$ cat config.mk
export PLATFORM = sky130hd
export DESIGN_NAME = fx2f_norm_round
export DESIGN_NICKNAME = d
export VERILOG_FILES = /design/src/rtl/flog_pkg.sv /design/src/rtl/fx2f_round.sv /design/src/rtl/fx2f_norm_round.sv
export SDC_FILE = /design/constraint.sdc
export NUM_CORES = 1
export LEC_CHECK = 0
export CAP_MARGIN = 30
export CORE_UTILIZATION = 51
export DETAILED_ROUTE_END_ITERATION = 10
export PLACE_DENSITY = 0.82
export SLEW_MARGIN = 20
export SYNTH_ARGS = -nofsm -noshare
export SYNTH_HDL_FRONTEND = slang
export SYNTH_HIERARCHICAL = 1
export SYNTH_SLANG_ARGS = --single-unit
$ cat constraint.sdc
create_clock -name clk -period 2.2 [get_ports clk]
set_input_delay 0.33 -clock clk [delete_from_list [all_inputs] [get_ports clk]]
set_output_delay 0.33 -clock clk [all_outputs]
set_load 0.005 [all_outputs]
$ cat src/rtl/flog_pkg.sv
// Shared definitions for the FLOG datapath.
//
// Holds the default widths and bias used by the fixed-point to float
// converter (fx2f_norm_round) and the converter's state type.
//   FX2F_INT_W / FX2F_FRAC_W : default integer / fraction widths of the input
//   EXP_WIDTH / FRACT_WIDTH  : exponent / stored-mantissa widths of the result
//   BIAS                     : exponent bias
//   ss_FX2F                  : IDLE -> NORM -> ROUND -> DONE (zero skips to DONE)
package flog_pkg;

    localparam int FX2F_INT_W  = 8;
    localparam int FX2F_FRAC_W = 16;

    localparam int EXP_WIDTH   = 8;
    localparam int FRACT_WIDTH = 7;
    localparam int BIAS        = 127;

    typedef enum logic [1:0] {
        IDLE  = 2'd0,
        NORM  = 2'd1,
        ROUND = 2'd2,
        DONE  = 2'd3
    } ss_FX2F;

endpackage

$ cat src/rtl/fx2f_round.sv
// Combinational round / exponent / flag stage of the fixed-point to float
// converter.
//
// Build option: define FX2F_RNE_EN for round-to-nearest-even; otherwise the
// stage rounds half-up (round up whenever the guard bit is set).
//
// Ports:
//   mag  in  TOT    normalised magnitude, leading one at mag[TOT-1]
//   cnt  in  CW     original bit position of that leading one
//   exp  out EXP_W  biased exponent (all ones on overflow, 0 on underflow)
//   man  out MAN_W  rounded mantissa without hidden bit
//   ovf  out 1      exponent overflow, result saturated to infinity
//   unf  out 1      exponent underflow, result flushed to zero
module fx2f_round
    import flog_pkg::*;
#(
    parameter int TOT       = FX2F_INT_W + FX2F_FRAC_W,
    parameter int CW        = $clog2(TOT),
    parameter int FRAC_IN_W = FX2F_FRAC_W,
    parameter int EXP_W     = EXP_WIDTH,
    parameter int MAN_W     = FRACT_WIDTH,
    parameter int BIAS      = flog_pkg::BIAS
) (
    input  logic [TOT-1:0]   mag,
    input  logic [CW-1:0]    cnt,
    output logic [EXP_W-1:0] exp,
    output logic [MAN_W-1:0] man,
    output logic             ovf,
    output logic             unf
);

    localparam int GB = TOT - 2 - MAN_W;   // guard bit index
    localparam int EW = EXP_W + 2;         // signed exponent working width
    localparam logic signed [EW-1:0] E_OVF = EW'((1 << EXP_W) - 1);

    logic [MAN_W-1:0]     man_raw;
    logic [MAN_W:0]       man_inc;
    logic                 guard;
    logic                 sticky;
    logic                 round_up;
    logic                 carry;
    logic [MAN_W-1:0]     man_rnd;
    logic signed [EW-1:0] e;

    assign man_raw = mag[TOT-2 -: MAN_W];
    assign guard   = mag[GB];

    // With TOT == MAN_W+2 there is nothing below the guard bit.
    generate
        if (GB > 0) begin : g_sticky
            assign sticky = |mag[GB-1:0];
        end else begin : g_no_sticky
            assign sticky = 1'b0;
        end
    endgenerate

`ifdef FX2F_RNE_EN
    assign round_up = guard & (sticky | man_raw[0]);
`else
    assign round_up = guard;
`endif

    // Rounding an all-ones mantissa wraps it to zero and bumps the exponent.
    assign man_inc = {1'b0, man_raw} + (MAN_W + 1)'(1);
    assign carry   = round_up & man_inc[MAN_W];
    assign man_rnd = round_up ? man_inc[MAN_W-1:0] : man_raw;

    assign e = EW'(int'(cnt) - FRAC_IN_W + BIAS + int'(carry));

    always_comb begin
        exp = e[EXP_W-1:0];
        man = man_rnd;
        ovf = 1'b0;
        unf = 1'b0;
        if (e >= E_OVF) begin
            exp = '1;
            man = '0;
            ovf = 1'b1;
        end else if (e[EW-1] || (e == '0)) begin
            exp = '0;
            man = '0;
            unf = 1'b1;
        end
    end

    // Hidden bit and high exponent bits are implied by construction.
    logic unused_bits;
    assign unused_bits = ^{mag[TOT-1], sticky, e[EW-1:EXP_W]};

endmodule

$ cat src/rtl/fx2f_norm_round.sv
// Signed fixed-point to float converter for the FLOG datapath.
//
// {int_i, frac_i} is a two's complement value scaled by 2^-FRAC_IN_W. The
// magnitude is normalised one bit per cycle, then rounded and packed into
// sign / biased exponent / mantissa (hidden bit not stored).
// Build option: FX2F_RNE_EN selects round-to-nearest-even (see fx2f_round).
//
// Ports:
//   clk, rst      clock, asynchronous active-high reset
//   in_valid_i    input word valid       in_ready_o   high only when idle
//   int_i         signed integer part    frac_i       fractional part
//   out_valid_o   result valid           out_ready_i  downstream accepts
//   sgn_o/exp_o/man_o                    result fields
//   zero_o/ovf_o/unf_o                   mutually exclusive flags
module fx2f_norm_round
    import flog_pkg::*;
#(
    parameter int INT_W     = FX2F_INT_W,
    parameter int FRAC_IN_W = FX2F_FRAC_W,
    parameter int EXP_W     = EXP_WIDTH,
    parameter int MAN_W     = FRACT_WIDTH,
    parameter int BIAS      = flog_pkg::BIAS
) (
    input  logic                 clk,
    input  logic                 rst,
    input  logic                 in_valid_i,
    output logic                 in_ready_o,
    input  logic [INT_W-1:0]     int_i,
    input  logic [FRAC_IN_W-1:0] frac_i,
    output logic                 out_valid_o,
    input  logic                 out_ready_i,
    output logic                 sgn_o,
    output logic [EXP_W-1:0]     exp_o,
    output logic [MAN_W-1:0]     man_o,
    output logic                 zero_o,
    output logic                 ovf_o,
    output logic                 unf_o
);

    // TOT must be at least MAN_W+2 (hidden bit, mantissa, guard).
    localparam int TOT = INT_W + FRAC_IN_W;
    localparam int CW  = $clog2(TOT);

    ss_FX2F           state;
    logic [TOT-1:0]   mag;
    logic [CW-1:0]    cnt;
    logic             sgn;

    logic [TOT-1:0]   x_in;
    logic [TOT-1:0]   x_abs;
    logic [EXP_W-1:0] r_exp;
    logic [MAN_W-1:0] r_man;
    logic             r_ovf;
    logic             r_unf;

    assign x_in  = {int_i, frac_i};
    // The most negative input wraps to 2^(TOT-1), which is its true magnitude.
    assign x_abs = x_in[TOT-1] ? (~x_in + TOT'(1)) : x_in;

    assign in_ready_o  = (state == IDLE);
    assign out_valid_o = (state == DONE);

    fx2f_round #(
        .TOT       (TOT),
        .CW        (CW),
        .FRAC_IN_W (FRAC_IN_W),
        .EXP_W     (EXP_W),
        .MAN_W     (MAN_W),
        .BIAS      (BIAS)
    ) u_round (
        .mag (mag),
        .cnt (cnt),
        .exp (r_exp),
        .man (r_man),
        .ovf (r_ovf),
        .unf (r_unf)
    );

    always_ff @(posedge clk or posedge rst) begin
        if (rst) begin
            state  <= IDLE;
            mag    <= '0;
            cnt    <= '0;
            sgn    <= 1'b0;
            sgn_o  <= 1'b0;
            exp_o  <= '0;
            man_o  <= '0;
            zero_o <= 1'b0;
            ovf_o  <= 1'b0;
            unf_o  <= 1'b0;
        end else begin
            case (state)
                IDLE: begin
                    if (in_valid_i) begin
                        sgn <= x_in[TOT-1];
                        mag <= x_abs;
                        cnt <= CW'(TOT - 1);
                        if (x_abs == '0) begin
                            sgn_o  <= 1'b0;
                            exp_o  <= '0;
                            man_o  <= '0;
                            zero_o <= 1'b1;
                            ovf_o  <= 1'b0;
                            unf_o  <= 1'b0;
                            state  <= DONE;
                        end else begin
                            state <= NORM;
                        end
                    end
                end
                NORM: begin
                    if (mag[TOT-1]) begin
                        state <= ROUND;
                    end else begin
                        mag <= mag << 1;
                        cnt <= cnt - CW'(1);
                    end
                end
                ROUND: begin
                    sgn_o  <= sgn;
                    exp_o  <= r_exp;
                    man_o  <= r_man;
                    zero_o <= 1'b0;
                    ovf_o  <= r_ovf;
                    unf_o  <= r_unf;
                    state  <= DONE;
                end
                DONE: begin
                    if (out_ready_i) state <= IDLE;
                end
                default: state <= IDLE;
            endcase
        end
    end

endmodule
==> results of run 1 <==
power breakdown:
part | leakage, nW | internal, mW | switching (mW)
Combinational | 1.75 | 1.37 | 1.64
Clock | 0.0618 | 0.375 | 0.328
Sequential | 0.630 | 1.34 | 0.391
Total | 2.44 | 3.09 | 2.36
worst reg2reg max path: cells and delay by family, from the launching register on:
kind	cells	cell delay, ps
buffers and inverters	2	290
DFF	1	400
and+or+nand+nor	5	1220
AOI/OAI and AO/OA	1	120
adders and majority gates	1	260
per-stage QoR:
step / std cells / hold slack, ps / utilization [%] / TNS [ps]
2_1_floorplan: 449 / 449 / - / -9560
3_3_place_gp: 645 / 461 / 68.3 / -25100
3_5_place_dp: 645 / 471 / 68.3 / -27210
4_1_cts: 674 / 389 / 75.2 / -7620
5_1_grt: 681 / 419 / 77.3 / -9410
6_report: 681 / 379 / 77.3 / -8300
layer usage:
layer	GRT usage, %	routed length, um	vias to the layer above
met5	0	0	-
li1	-	-	1923
met4	18.9	770	0
met3	4.66	744	69
met2	58.9	6460	218
met1	37.0	4690	2038
kinds of logic (layout without fill, tap and decap cells):
kind of cell / after synthesis / count (layout) / share of synthesized area, %
adder cells (fa/ha/maj): 9 / 9 / 2.93
flip-flops: 51 / 51 / 33.2
other: 1 / 2 / 0.0976
AO/OA/AOI/OAI: 124 / 124 / 23.0
XOR/XNOR: 32 / 32 / 7.30
buffers and inverters: 47 / 177 / 5.96
multiplexers: 5 / 5 / 1.40
AND/OR/NAND/NOR: 179 / 182 / 26.1
state kept, by name, indices dropped and copies added, names as in the netlist:
| register | flops |
|---|---|
| sgn | 1 |
| ovf_o | 1 |
| zero_o | 1 |
| state | 2 |
| sgn_o | 1 |
| man_o | 7 |
| mag | 24 |
| unf_o | 1 |
| exp_o | 8 |
| cnt | 5 |
placed cells by master (no fill, tap or decap), types with 9 or more instances in the layout:
master                            instances
sky130_fd_sc_hd__nand2_1                 38
sky130_fd_sc_hd__inv_1                   12
sky130_fd_sc_hd__nand3_1                 21
sky130_fd_sc_hd__buf_4                   91
sky130_fd_sc_hd__nor3_1                   9
sky130_fd_sc_hd__dfrtp_1                 51
sky130_fd_sc_hd__o21ai_0                 32
sky130_fd_sc_hd__buf_6                   11
sky130_fd_sc_hd__xnor2_1                 11
sky130_fd_sc_hd__buf_2                   11
sky130_fd_sc_hd__xor2_1                  19
sky130_fd_sc_hd__nand3_2                 22
sky130_fd_sc_hd__nor2_1                  33
sky130_fd_sc_hd__clkdlybuf4s50_1         26
sky130_fd_sc_hd__a22oi_1                 26
sky130_fd_sc_hd__o211ai_2                10
sky130_fd_sc_hd__a31oi_1                 14
repair_timing:
item / 4_1_cts / 5_1_grt
pin swaps: 47 / 29
endpoints found under the setup margin: 27 / 24
gates resized for setup: 131 / 30
gates cloned: 6 / 0
hold buffers: 0 / 0
buffers inserted: 19 / 8
final cells by class:
| cell class | instances | share of cell area, % |
|---|---|---|
| Clock buffer | 6 | 1.47 |
| Clock inverter | 2 | 0.692 |
| Inverter | 16 | 1.34 |
| Multi-Input combinational cell | 354 | 48.2 |
| Sequential cell | 51 | 22.8 |
| Tap cell | 99 | 2.21 |
| Timing Repair Buffer | 153 | 23.3 |
final timing paths:
kind                                             end            startpoint
worst max-delay path            exp_o[3]$_DFFE_PP0P_             frac_i[0]
worst min-delay path              mag[9]$_DFFE_PP0P_                   rst
worst max register to register  man_o[3]$_DFFE_PP0P_  state[0]$_DFFE_PP0P_
worst min register to register    mag[4]$_DFFE_PP0P_    mag[4]$_DFFE_PP0P_
max in group asynchronous        mag[23]$_DFFE_PP0P_                   rst
min in group clk                  mag[0]$_DFFE_PP0P_             frac_i[0]
==> reports/results.ini, run 1 <==
[routing]
drt_pass1_iterations = 5
vias_per_cell = 6.24
via_count = 4248
routed_wirelength_um = 12700
dr.first_iter.drc_count = 344
drt.antenna.violating_nets = 0
wl_per_cell_um = 18.6
remaining_drc_errors = 0

[worst_hold_path]
hp-class = in -> async

[sta]
fmaxAchievable_ghz = 0.375
final.period_utilization_pct = 121
final_ws_setup_ps = -469
drv_slew = 0
timing.final.hold_violations = 0
setup_violations = 20
timing.clock.skew_ps = 17.2
timing_worst_slew_pin_value_ps = 763
grt_setup_unrepaired = yes
shortest_clock_period_the_worst_path_allows_after_layout_ps = 2670
max_slew_margin_pct = 49.0

[setup_path]
timing_worst_setup_path_type = in -> reg
cp.depth = 11
worstSetupStartpointType = input port
worst_path_largest_cell_delay_ps = 610
critical-path-top-delay-family = simple AND/OR/NAND/NOR gates
rr_worst_depth = 9
ff2ff_setup_slack_ps = -210
cpMaxStageDelayCell = sky130_fd_sc_hd__or4_4
worstPathCellList = buf_8 > inv_4 > ha_4 > nor4b_4 > nand2_2 > or3_4 > and3b_1 > or3b_4 > or4_4 > o211ai_1 > nand3_1
worst-path-buf-inv = 2
worst_ep_required_time_ps = 2390
critPathArrivalTime_ps = 2860
endpoint_kind = flop
worstPathMaxFanout = 5

[clock_network]
skew_pair_late_insertion_delay_ps = 310
clk_pin_slew_worst_paths_ps = 100
ctsHtreeMaxLevel = 2
ctsLongestPathBuffers = 2
cts_tree = yes
tritoncts.num_buffers = 5
clock_sinks = 51
cts-root-buf = sky130_fd_sc_hd__clkbuf_8

[floorplan]
core_sq_mm = 0.00725
row_count = 31
die_area_sq_mm = 0.00788
ioPinCount = 49
die_w_um = 88.8
start_util_pct = 53.0
die_extent_in_y_um = 88.8

[placed_design]
gpl.final_weighted_congestion = 0.967
placedInstanceArea_sq_mm = 0.00496
io_buffers = 48
post-dp-hpwl_um = 7950
preCtsSetupSlack_ps = -1210

[synth]
synth_most_common_cell = sky130_fd_sc_hd__dfrtp_1
number_of_enable_type_register_cells_in_the_synthesized_netlist = 0
netlist_top_cells_area = sky130_fd_sc_hd__dfrtp_1 (33%), sky130_fd_sc_hd__a22oi_1 (5.1%), sky130_fd_sc_hd__nand3_1 (4.8%)
synth.distinct_cells = 63
synth_sequential_area_ratio_pct = 33.2
synthesis.yosys.warnings = 6
synth_area_per_cell_sq_um = 8.57
post-synth-top-area-cell = sky130_fd_sc_hd__dfrtp_1
synth_flop_cell = sky130_fd_sc_hd__dfrtp_1
synthArstFlopShare_pct = 100
yosysTopAreaCellShare_pct = 33.2
synth.cell_area_sq_mm = 0.00384
postSynthRegisterBits = 51
post_synth_inst_count = 448
netlist_top_cells_count = sky130_fd_sc_hd__dfrtp_1 (51), sky130_fd_sc_hd__nand2_1 (39), sky130_fd_sc_hd__nand3_1 (37)

[finish]
design_area_sq_mm = 0.00561
fill_cells = 449
combined_area_of_the_multi_input_logic_cells_sq_mm = 0.00270
antenna-diode-count = 0
drive_gt1_share_pct = 37.5
final_net_count = 618
ff_latch_area_sq_mm = 0.00128
area_growth_pct = 45.9

[run_status]
run_status = finished, violations left
failed_checks = negative setup slack

[pwr]
ir_worst_vdd_mv = 0.521
leakage_nw = 2.44
overall_power_of_the_completed_layout_mw = 5.45
powerDensity_mw_per_mm2 = 973

[global_routing]
number_of_global_route_vias_before_repair = 4180
initial_antenna_violation_count = 0
grt_start_max_net_pins = 52
grt_pass1_wl_um = 19800
all_layer_global_routing_usage_pct = 32.8
grt_remaining_overflow = 0

[run]
drv.max_cap_violation_count = 0

No activity file was read; power rests on OpenSTA's default activity.
==> run 2, diff against run 1 <==
--- a/config.mk
+++ b/config.mk
@@ -8,6 +8,7 @@
 export CAP_MARGIN = 30
 export CORE_UTILIZATION = 51
 export DETAILED_ROUTE_END_ITERATION = 10
+export MAX_ROUTING_LAYER = met4
 export PLACE_DENSITY = 0.82
 export SLEW_MARGIN = 20
 export SYNTH_ARGS = -nofsm -noshare
==> run 2 against run 1 <==
Compared with the run above:
- clock skew down 7.5 ps
- the flow still finishes with violations (negative setup slack)
- hold slack got worse by 110 ps
- utilization grew 0.47 points
- global-route usage is 0.75 points higher
- first-iteration DRC count increased by 1.2%
- non-clock buffer count grew 10
- sequential power about the same
==> reports/results.ini, run 2 (synthesis results as in run 1) <==
[finish]
final_net_count = 628
layout_commonest_cell = sky130_fd_sc_hd__buf_4
area_growth_pct = 46.8
largest_register_ff_count = 24
layout.cells.most_common_list = sky130_fd_sc_hd__buf_4 (92), sky130_fd_sc_hd__dfrtp_1 (51), sky130_fd_sc_hd__nand2_1 (38), sky130_fd_sc_hd__nor2_1 (32), sky130_fd_sc_hd__o21ai_0 (31)
biggestRegsByFlops = mag (24), exp_o (8), man_o (7)
finished_core_util_pct = 77.7
post_layout_nonfiller_instances = 692
drive_gt1_share_pct = 37.0
fill_cells = 472
regMostFlops = mag

[run_status]
failed_checks = negative setup slack
run_status = finished, violations left

[clock_network]
cts_tree = yes
ctsHtreeMaxLevel = 2
cts-root-buf = sky130_fd_sc_hd__clkbuf_8
ctsLongestPathBuffers = 2
clock_sinks = 51
tritoncts.num_buffers = 5
clk_pin_slew_worst_paths_ps = 100
skew_pair_late_insertion_delay_ps = 320

[routing]
drt.antenna.violating_nets = 0
vias_per_cell = 6.29
remaining_drc_errors = 0
drt_pass1_iterations = 5
routed_wirelength_um = 13300
dr.first_iter.drc_count = 348
wl_per_cell_um = 19.3
via_count = 4354

[sta]
shortest_clock_period_the_worst_path_allows_after_layout_ps = 2640
final_ws_setup_ps = -438
setup_violations = 21
timing.clock.skew_ps = 9.76
grt_setup_unrepaired = yes
timing.final.hold_violations = 0
timing_worst_slew_pin_value_ps = 734
timing.setup.tns_ps = -7100
hold_slack_ps = 269
final.period_utilization_pct = 120
max_slew_margin_pct = 50.9
fmaxAchievable_ghz = 0.379
drv_slew = 0

[global_routing]
grt_util_met2_pct = 57.6
all_layer_global_routing_usage_pct = 33.5
grt.busiest_layer = met2
initial_antenna_violation_count = 1
use_met1_pct = 36.0
grt_pass1_wl_um = 19500
grt.met3_usage_pct = 6.06
grt_start_max_net_pins = 30
grt_remaining_overflow = 0
number_of_global_route_vias_before_repair = 4073

[placed_design]
post-dp-hpwl_um = 8010
gpl.final_weighted_congestion = 0.959
numPlacedInstances = 650
io_buffers = 48

[floorplan]
row_count = 31
die_extent_in_y_um = 88.8
die_w_um = 88.8
core_sq_mm = 0.00725
ioPinCount = 49
start_util_pct = 53.0
die_area_sq_mm = 0.00788

[pwr]
power.share.switching_pct = 44.1
powerDensity_mw_per_mm2 = 958
leakage_nw = 2.46
power_frac_seq_pct = 32.2
overall_power_of_the_completed_layout_mw = 5.40
ir_worst_vdd_mv = 0.483
pwr-share-clk_pct = 11.1
power_switching_mw = 2.38
power.combinational.fraction_pct = 56.7
internal-power_mw = 3.02

[setup_path]
cpMaxStageDelayCell = sky130_fd_sc_hd__or4_4
crit_top_cell = sky130_fd_sc_hd__or4_4
ff2ff_setup_slack_ps = -120
critPathArrivalTime_ps = 2830
worst_ep_required_time_ps = 2390
worst-path-buf-inv = 1
worstSetupStartpointType = input port
worst_path_largest_cell_delay_ps = 620
endpoint_kind = flop
worstPathMaxFanout = 5
critical-path-top-delay-family = simple AND/OR/NAND/NOR gates
worstPathCellList = buf_6 > or4_4 > or3_4 > o31ai_4 > xnor2_2 > a31o_4 > or4_4 > o211ai_1 > nand3_1
timing_worst_setup_path_type = in -> reg

[run]
drv.max_cap_violation_count = 0

[worst_hold_path]
hp-class = in -> async

==> run 2: cell types whose count changed in the layout (fill, tap and decap cells not counted), moves of 2 or more <==
cell,delta
sky130_fd_sc_hd__nor3_2,+2
sky130_fd_sc_hd__clkbuf_2,+6
sky130_fd_sc_hd__nor2_4,+2
sky130_fd_sc_hd__o21ai_1,+2
sky130_fd_sc_hd__nand3_2,-5
sky130_fd_sc_hd__nand3_4,-2
sky130_fd_sc_hd__buf_2,-6
sky130_fd_sc_hd__clkbuf_16,+2
sky130_fd_sc_hd__nand3_1,+7
sky130_fd_sc_hd__buf_6,+7
==> run 2: final timing paths <==
| kind | cells after the start | end | from |
|---|---|---|---|
| min in group clk | 2 | mag[13]$_DFFE_PP0P_ | mag[13]$_DFFE_PP0P_ |
| hold / removal | 2 | mag[23]$_DFFE_PP0P_ | rst |
| setup reg to reg | 12 | exp_o[2]$_DFFE_PP0P_ | state[0]$_DFFE_PP0P_ |
| hold reg to reg | 2 | mag[13]$_DFFE_PP0P_ | mag[13]$_DFFE_PP0P_ |
| setup / recovery | 9 | exp_o[1]$_DFFE_PP0P_ | frac_i[15] |
| max in group asynchronous | 3 | mag[20]$_DFFE_PP0P_ | rst |
==> run 2: timing repair <==
item,in CTS,in global routing
pin swaps,26,42
buffers inserted,28,7
gates cloned,5,2
setup endpoints to repair,27,28
resized for setup,78,69
hold buffers,0,0
==> run 2: final cells by class <==
cell class	count	area [sq um]	area share (%)
Antenna cell	1	2.50	0.0444
Clock buffer	6	82.6	1.46
Clock inverter	2	13.8	0.244
Inverter	16	65.1	1.15
Multi-Input combinational cell	354	2640	46.7
Sequential cell	51	1280	22.6
Tap cell	99	124	2.20
Timing Repair Buffer	163	1440	25.5
==> run 2: metal layers <==
layer / routed length [um] / part of all wire (%) / vias up
li1: - / - / 1944
met1: 4880 / 37 / 2097
met2: 6790 / 51 / 243
met3: 925 / 6.9 / 70
met4: 754 / 5.6 / 0
met5: 0 / 0 / -
==> run 2: stage by stage <==
step                      setup slack, ps  cell area (sq um)
after floorplan                      -548               3890
after global placement              -1050               4980
after detailed placement            -1120               4990
after CTS                            -425               5420
after global routing                 -504               5640
final                                -438               5640
==> run 2: power groups by stage <==
stage,clock [mW],sequential (mW),combinational (mW)
floorplan,0,1.66,1.66
global placement,0,1.68,2.60
detailed placement,0,1.72,2.72
CTS,0.599,1.70,2.81
global route,0.632,1.77,3.32
finish,0.600,1.74,3.07
==> run 3, diff against run 2 <==
--- a/config.mk
+++ b/config.mk
@@ -6,6 +6,7 @@
 export NUM_CORES = 1
 export LEC_CHECK = 0
 export CAP_MARGIN = 30
+export CORE_MARGIN = 10
 export CORE_UTILIZATION = 51
 export DETAILED_ROUTE_END_ITERATION = 10
 export MAX_ROUTING_LAYER = met4
==> run 3 against run 2 <==
Compared with the run above:
- the run still ends with negative setup slack left
- die area up 45%
- maximum frequency fell by 2.1%
- final cell count is 0.87% higher
- flip-flop and latch count unchanged
- clock skew about the same
- global-route usage is 9.0 points lower
- total power up 5.7%
- wire length increased by 12%
==> reports/results.ini, run 3 (synthesis results as in run 1) <==
[run_status]
run_status = finished, violations left
failed_checks = negative setup slack

[routing]
wl_per_cell_um = 21.4
routed_wirelength_um = 15000
drt_pass1_iterations = 8
drt.antenna.violating_nets = 0
remaining_drc_errors = 0
via_count = 4562
dr.first_iter.drc_count = 458
vias_per_cell = 6.54

[global_routing]
grt_pass1_wl_um = 22600
all_layer_global_routing_usage_pct = 24.5
initial_antenna_violation_count = 0
number_of_global_route_vias_before_repair = 4528
grt_start_max_net_pins = 38
grt_remaining_overflow = 0

[setup_path]
critical-path-top-delay-family = simple AND/OR/NAND/NOR gates
cpMaxStageDelayCell = sky130_fd_sc_hd__or4_4
worstSetupStartpointType = input port
worst_path_largest_cell_delay_ps = 600
worst_ep_required_time_ps = 2400
worst-path-buf-inv = 4
worstPathMaxFanout = 5
timing_worst_setup_path_type = in -> reg
critPathArrivalTime_ps = 2890
endpoint_kind = flop
worstPathCellList = buf_4 > inv_4 > ha_4 > nor4b_4 > nand2_2 > buf_6 > mux2_4 > a41oi_2 > or4_4 > buf_6 > or4_4 > o211ai_2 > nand3_2

[sta]
timing_worst_slew_pin_value_ps = 588
timing.clock.skew_ps = 9.80
setup_violations = 21
fmaxAchievable_ghz = 0.371
timing.setup.tns_ps = -8700
timing.final.hold_violations = 0
max_slew_margin_pct = 60.6
drv_slew = 0
final.period_utilization_pct = 122
shortest_clock_period_the_worst_path_allows_after_layout_ps = 2690
final_ws_setup_ps = -494
grt_setup_unrepaired = yes

[floorplan]
die_extent_in_y_um = 107
die_w_um = 107
row_count = 31
start_util_pct = 52.7
core_sq_mm = 0.00729
ioPinCount = 49
die_area_sq_mm = 0.0114

[placed_design]
gpl.final_weighted_congestion = 0.900
numPlacedInstances = 643
post-dp-hpwl_um = 8560
io_buffers = 48

[pwr]
leakage_nw = 2.53
power_switching_mw = 2.57
power_frac_seq_pct = 30.7
powerDensity_mw_per_mm2 = 987
ir_worst_vdd_mv = 0.505
power.share.switching_pct = 44.9
power.combinational.fraction_pct = 56.7
pwr-share-clk_pct = 12.6
internal-power_mw = 3.14

[finish]
final_net_count = 635
layout.cells.most_common_list = sky130_fd_sc_hd__buf_4 (103), sky130_fd_sc_hd__dfrtp_1 (51), sky130_fd_sc_hd__nand2_1 (38), sky130_fd_sc_hd__nor2_1 (33), sky130_fd_sc_hd__o21ai_0 (30)
biggestRegsByFlops = mag (24), exp_o (8), man_o (7)
drive_gt1_share_pct = 39.4
fill_cells = 437
post_layout_nonfiller_instances = 698
layout_commonest_cell = sky130_fd_sc_hd__buf_4
regMostFlops = mag
largest_register_ff_count = 24
antenna-diode-count = 0
area_growth_pct = 50.6

[clock_network]
cts-root-buf = sky130_fd_sc_hd__clkbuf_8
skew_pair_late_insertion_delay_ps = 310
clock_sinks = 51
tritoncts.num_buffers = 5
cts_hold_buf = 0
ctsLongestPathBuffers = 2
clk_pin_slew_worst_paths_ps = 100
cts_tree = yes
ctsHtreeMaxLevel = 2

[worst_hold_path]
hp-class = in -> async

[run]
drv.max_cap_violation_count = 0

[run 3: path summary, 6_finish.rpt]
check,start,slack (ps),depth (start not counted),to
max,frac_i[1],-490,13,man_o[4]$_DFFE_PP0P_
min in group clk,mag[4]$_DFFE_PP0P_,490,2,mag[4]$_DFFE_PP0P_
max reg2reg,state[1]$_DFFE_PP0P_,-270,9,exp_o[1]$_DFFE_PP0P_
max in group asynchronous,rst,1240,3,man_o[3]$_DFFE_PP0P_
min,rst,340,2,cnt[4]$_DFFE_PP0P_
min reg2reg,mag[4]$_DFFE_PP0P_,490,2,mag[4]$_DFFE_PP0P_
[run 3: final cells by class]
cell class / instances / area (sq um) / area share (%)
multi-input combinational: 354 / 2720 / 47.0
clock buffer: 6 / 82.6 / 1.43
clock inverter: 2 / 38.8 / 0.670
timing repair buffer: 170 / 1480 / 25.6
inverter: 16 / 65.1 / 1.12
tap: 99 / 124 / 2.14
sequential: 51 / 1280 / 22.1
[run 3: worst reg2reg max path: cells and delay by family (launching register included)]
kind	cells	cell delay, ps
AOI/OAI and AO/OA	1	140
adders and majority gates	1	260
buffers and inverters	2	280
DFF	1	400
and+or+nand+nor	5	1270
[run 3: routing by layer]
layer	part of all wire, %	GRT usage [%]
met5	0	-
met4	5.9	14.5
met3	8.8	4.73
met2	50	41.4
met1	35	26.3
[run 3: what timing repair did]
action | CTS | global route
buffers inserted | 34 | 14
pin swaps | 37 | 41
gates cloned | 4 | 1
setup endpoints to repair | 27 | 26
gates resized for setup | 112 | 56
[run 3: power groups by stage]
stage	combinational, mW	sequential [mW]	clock [mW]
finish	3.24	1.75	0.720
global route	3.47	1.78	0.757
CTS	2.92	1.69	0.705
detailed placement	2.80	1.71	0
global placement	2.64	1.68	0
floorplan	1.66	1.66	0
[run 3: through the flow]
| step | hold WS [ps] | power [mW] | worst slack [ps] | cell area (sq um) | utilization (%) |
|---|---|---|---|---|---|
| floorplan | 449 | 3.32 | -548 | 3890 | - |
| global placement | 462 | 4.32 | -1040 | 4930 | 67.6 |
| detailed placement | 471 | 4.51 | -1160 | 4940 | 67.7 |
| CTS | 354 | 5.32 | -408 | 5500 | 75.4 |
| global route | 370 | 6.01 | -545 | 5790 | 79.3 |
| finish | 339 | 5.71 | -494 | 5790 | 79.3 |
